## config.mk

```make
export PLATFORM = sky130hd
export DESIGN_NAME = csum_share_ctrl
export DESIGN_NICKNAME = d
export VERILOG_FILES = /design/src/rtl/csum_share_ctrl.sv
export SDC_FILE = /design/constraint.sdc
export NUM_CORES = 1
export LEC_CHECK = 0
export CAP_MARGIN = 15
export CORE_MARGIN = 4
export CORE_UTILIZATION = 38
export CTS_BUF_LIST = sky130_fd_sc_hd__clkbuf_4
export CTS_CLUSTER_SIZE = 25
export DETAILED_ROUTE_END_ITERATION = 7
export GPL_ROUTABILITY_DRIVEN = 0
export PLACE_DENSITY_LB_ADDON = 0.08
export REMOVE_ABC_BUFFERS = 1
export SLEW_MARGIN = 20
export SYNTH_ARGS = -nofsm -noshare
export SYNTH_HDL_FRONTEND = slang
export SYNTH_SLANG_ARGS = --single-unit
```

## constraint.sdc

```tcl
create_clock -name clk_data -period 1.6 [get_ports clk_data]
set_input_delay 0.24 -clock clk_data [delete_from_list [all_inputs] [get_ports clk_data]]
set_output_delay 0.24 -clock clk_data [all_outputs]
set_load 0.03 [all_outputs]
```

## src/rtl/csum_share_ctrl.sv

```systemverilog
// csum_share_ctrl: round-robin scheduler sharing one cumulative-sum engine between NREQ requesters
// Ports:
//   clk_data, rst_n          : single clock, synchronous active-low reset
//   req, req_n, req_data     : per-requester job request, word count and data word (packed slices)
//   gnt                      : registered one-hot grant, held for the whole job
//   data_rdy                 : granted requester's word consumed this cycle
//   eng_start, eng_n         : one-cycle engine start pulse with word count
//   eng_data                 : data word to engine, valid while data_rdy
//   eng_done, eng_sum        : engine completion level and its sum
//   res_valid/id/sum/err     : result port (valid/ready), res_err marks engine timeout
//   res_ready                : consumer accepts result
//   busy                     : controller not idle
module csum_share_ctrl #(
    parameter int NREQ = 4,
    parameter int DW   = 8,
    parameter int NW   = 8,
    parameter int SW   = 16,
    parameter int TMO  = 15
) (
    input  logic                    clk_data,
    input  logic                    rst_n,
    input  logic [NREQ-1:0]         req,
    input  logic [NREQ*NW-1:0]      req_n,
    input  logic [NREQ*DW-1:0]      req_data,
    output logic [NREQ-1:0]         gnt,
    output logic                    data_rdy,
    output logic                    eng_start,
    output logic [NW-1:0]           eng_n,
    output logic [DW-1:0]           eng_data,
    input  logic                    eng_done,
    input  logic [SW-1:0]           eng_sum,
    output logic                    res_valid,
    output logic [$clog2(NREQ)-1:0] res_id,
    output logic [SW-1:0]           res_sum,
    output logic                    res_err,
    input  logic                    res_ready,
    output logic                    busy
);
    localparam int IW = $clog2(NREQ);
    localparam int TW = $clog2(TMO + 1);

    typedef enum logic [2:0] {IDLE, LOAD, FEED, WAIT, RESULT} state_t;

    state_t        state, state_nxt;
    logic [IW-1:0] rr, id, win;
    logic [NW-1:0] n, cnt;
    logic [TW-1:0] tcnt;
    logic [IW-1:0] idx;

    // walk the ring from the highest offset down so the nearest set bit at/after rr wins
    always_comb begin
        win = '0;
        idx = '0;
        for (int k = NREQ - 1; k >= 0; k--) begin
            idx = IW'((int'(rr) + k) % NREQ);
            if (req[idx]) win = idx;
        end
    end

    always_comb begin
        state_nxt = state;
        eng_start = 1'b0;
        eng_n     = '0;
        data_rdy  = 1'b0;
        eng_data  = '0;
        res_valid = 1'b0;
        busy      = state != IDLE;
        unique case (state)
            IDLE:   if (|req) state_nxt = LOAD;
            LOAD: begin
                eng_start = 1'b1;
                eng_n     = n;
                state_nxt = (n == '0) ? RESULT : FEED;
            end
            FEED: begin
                data_rdy  = 1'b1;
                eng_data  = req_data[id*DW +: DW];
                state_nxt = (cnt == NW'(1)) ? WAIT : FEED;
            end
            WAIT:   if (eng_done || tcnt == TW'(TMO - 1)) state_nxt = RESULT;
            RESULT: begin
                res_valid = 1'b1;
                if (res_ready) state_nxt = IDLE;
            end
            default: state_nxt = IDLE;
        endcase
    end

    assign res_id = id;

    always_ff @(posedge clk_data) begin
        if (!rst_n) begin
            state   <= IDLE;
            rr      <= '0;
            id      <= '0;
            n       <= '0;
            cnt     <= '0;
            tcnt    <= '0;
            gnt     <= '0;
            res_sum <= '0;
            res_err <= 1'b0;
        end else begin
            state <= state_nxt;
            unique case (state)
                IDLE: if (|req) begin
                    id  <= win;
                    n   <= req_n[win*NW +: NW];
                    gnt <= NREQ'(1) << win;
                    rr  <= (win == IW'(NREQ - 1)) ? '0 : win + 1'b1;
                end
                // zero-length jobs reach RESULT straight from here with a clean zero result
                LOAD: begin
                    cnt     <= n;
                    res_sum <= '0;
                    res_err <= 1'b0;
                end
                FEED: begin
                    cnt  <= cnt - 1'b1;
                    tcnt <= '0;
                end
                // done takes priority over a timeout landing on the same cycle
                WAIT: begin
                    tcnt <= tcnt + 1'b1;
                    if (eng_done) begin
                        res_sum <= eng_sum;
                        res_err <= 1'b0;
                    end else if (tcnt == TW'(TMO - 1)) begin
                        res_sum <= '0;
                        res_err <= 1'b1;
                    end
                end
                RESULT: if (res_ready) gnt <= '0;
                default: ;
            endcase
        end
    end
endmodule

```

==> metrics.cfg <==
[place]
placed_cell_area_sq_um=4360
hpwl_mm=6.63
io_buffer_count=130
dp.cells=533

[timing]
relSlewSlack_pct=75.2
rsz0062_at_grt=yes
final.setup.worst_slack_ps=-336
finalSetupViolations=30
max_freq_mhz=517
timing.final.crit_share_pct=121
whs_ps=490
skew_ps=12.5
fin_setup_tns_ps=-4880
slew_viol_final=0
worst_pin_slew_ps=373
hold_violations=0
min_period_ps=1940

[floorplanning]
fp.dieH_um=93.1
start_util_pct=39.9
rows=30
die_area_sq_um=8670
die_w_um=93.1
core_sq_um=6910
pin_count=131

[final_layout]
drive_above_1_share_pct=36.0
layout_commonest_cell=clkdlybuf4s50_1
most-common-layout-cells=clkdlybuf4s50_1, dfxtp_1, buf_6, buf_4, nor2b_1
utilization_pct=72.5
num_antenna_cells=0
final_nets=560
final_area_sq_um=5010
final_cell_count_no_fill=563
syn2layout_area_growth_pct=82.0

[cts]
h-tree-depth=2
cts_sinks=48
cts-root-buf=clkbuf_4
clock_latency_ps=370
cts-buffers-inserted=5
clk_path_buf_depth=2
cts_tree=built
cts.clk_slew.worst_paths_ps=160

[hold_path]
hold_depth=3
min_to=res_sum[15]
hold_start=eng_sum[15]
hold_path_class=primary input to flip-flop

[yosys]
ys_warn_count=0
syn_avg_cell_area_sq_um=9.33
seq_area_frac_synth_pct=34.9
synth_edf_count=0
synth-seq-cells=48
ys_types=51
syn_area_sq_um=2750
syn_inst=295
synthArstFlopShare_pct=0
ys.flop_type=dfxtp_1

[detailed_routing]
drt_iter0_markers=90
ant_nets=0
vias_per_cell=5.14
vias=2894
wl_per_cell_um=17.0
drt-pass1-iter-count=4
routed_wl_mm=9.55
drc=0

[critical_path]
crit_fanout=5
critPathArrivalTime_ps=1700
path_class=flip-flop to primary output
timing.rr.end=n[0]
r2r_start=state[2]
required_ps=1360
crit_path_end_kind=primary output
cp_slowest_cell=mux4_2
cp_cell_sequence=buf_12, mux4_2, and2_4, buf_6
r2r_cells=6
startpoint_type=flip-flop
r2r_setup_slack_ps=-70
crit_path_max_incr_delay_ps=500

[status]
status=complete, but fails checks
violations=negative setup slack

[global_routing]
grt-ovfl-total=0
grt_max_degree=50
grt_pass1_wl_mm=14.1
grt_pass1_vias=2920
antenna_found_initial=0
grt_usage_pct=20.3

[power]
cellPowerDensity_nw_per_um2=1570
leakage_uw=0.00202
peakVddDrop_mv=0.881

[run]
maxCapViolCount=0

sequential cells by signal, indices dropped and copies added, names as in the netlist:
register	flops
res_id	2
state	3
res_err	1
tcnt	4
rr	2
res_sum	16
gnt	4
cnt	8
n	8
worst max path at each step:
| stage | slack, ps | endpoint | cells after the start | from |
|---|---|---|---|---|
| global route | -400 | eng_data[5] | 4 | res_id[0] |
| detailed placement | -530 | eng_data[5] | 4 | req_data[29] |
| floorplan | -1020 | rr[1] | 6 | rr[0] |
| global placement | -500 | eng_data[3] | 4 | req_data[27] |
| finish | -340 | eng_data[4] | 4 | res_id[0] |
| CTS | -350 | eng_data[5] | 4 | res_id[0] |
synth_stat cells, drive strengths merged (2+ instances only):
library cell | count | area share (%)
a21boi | 4 | 1.1
nor2 | 11 | 1.5
o21ai | 12 | 2.2
clkbuf | 8 | 1.1
mux4 | 8 | 6.5
mux2i | 20 | 7.3
nor2b | 25 | 5.8
dfxtp | 48 | 35
nor3 | 6 | 1.9
inv | 8 | 1.1
and3 | 2 | 0.64
a31oi | 2 | 0.45
nand2b | 4 | 1.0
ha | 6 | 2.7
nand2 | 21 | 3.0
o21a | 2 | 0.55
a22oi | 19 | 5.2
buf | 12 | 2.9
o221ai | 8 | 2.5
nor4 | 4 | 1.1
a21oi | 9 | 1.6
and2 | 21 | 4.8
o31ai | 2 | 0.55
nand3 | 15 | 3.6
a211oi | 2 | 0.55
per-layer routing:
metal	up-vias	share of wire, %	global-route usage (%)	wire (um)
met5	-	0	0	0
met4	0	0.86	3.91	82
met3	9	4.5	4.10	433
met2	68	54	37.6	5120
met1	1391	41	24.2	3910
li1	1426	-	-	-
layout make-up:
class	instances	area, sq um
Tap cell	96	120
Inverter	9	42.5
Clock inverter	3	23.8
Clock buffer	5	37.5
Sequential cell	48	972
Multi-Input combinational cell	218	1910
Timing Repair inverter	2	16.3
Fill cell	533	1900
Timing Repair Buffer	182	1880
logic make-up after synthesis:
family / Yosys count / share of synthesized area (%)
AOI/OAI and AO/OA: 68 / 17.4
adders and majority gates: 6 / 2.73
buffers and inverters: 29 / 5.45
DFF: 48 / 34.9
muxes: 28 / 13.8
and+or+nand+nor: 116 / 25.7
timing repair:
item                                    CTS  global route
gates cloned                              2             3
pin swaps                                20            25
resized for setup                       145            44
endpoints found under the setup margin   60            59
setup buffers                             8            14
hold buffers                              0             0
critical path, delay by kind of cell, from the launching register on:
family	cells	cell delay (ps)
and+or+nand+nor	1	160
DFF	1	410
muxes	1	500
buffers and inverters	2	250
power breakdown:
group          internal, uW  switching [uW]
registers              1530             318
clock network           174             432
logic                  2800            2600
through the flow:
stage	setup slack (ps)	total power, uW
floorplan	-1020	4030
global placement	-496	5760
detailed placement	-526	5820
CTS	-355	7140
global route	-400	8320
finish	-336	7850
(Power assumes the default switching activity.)
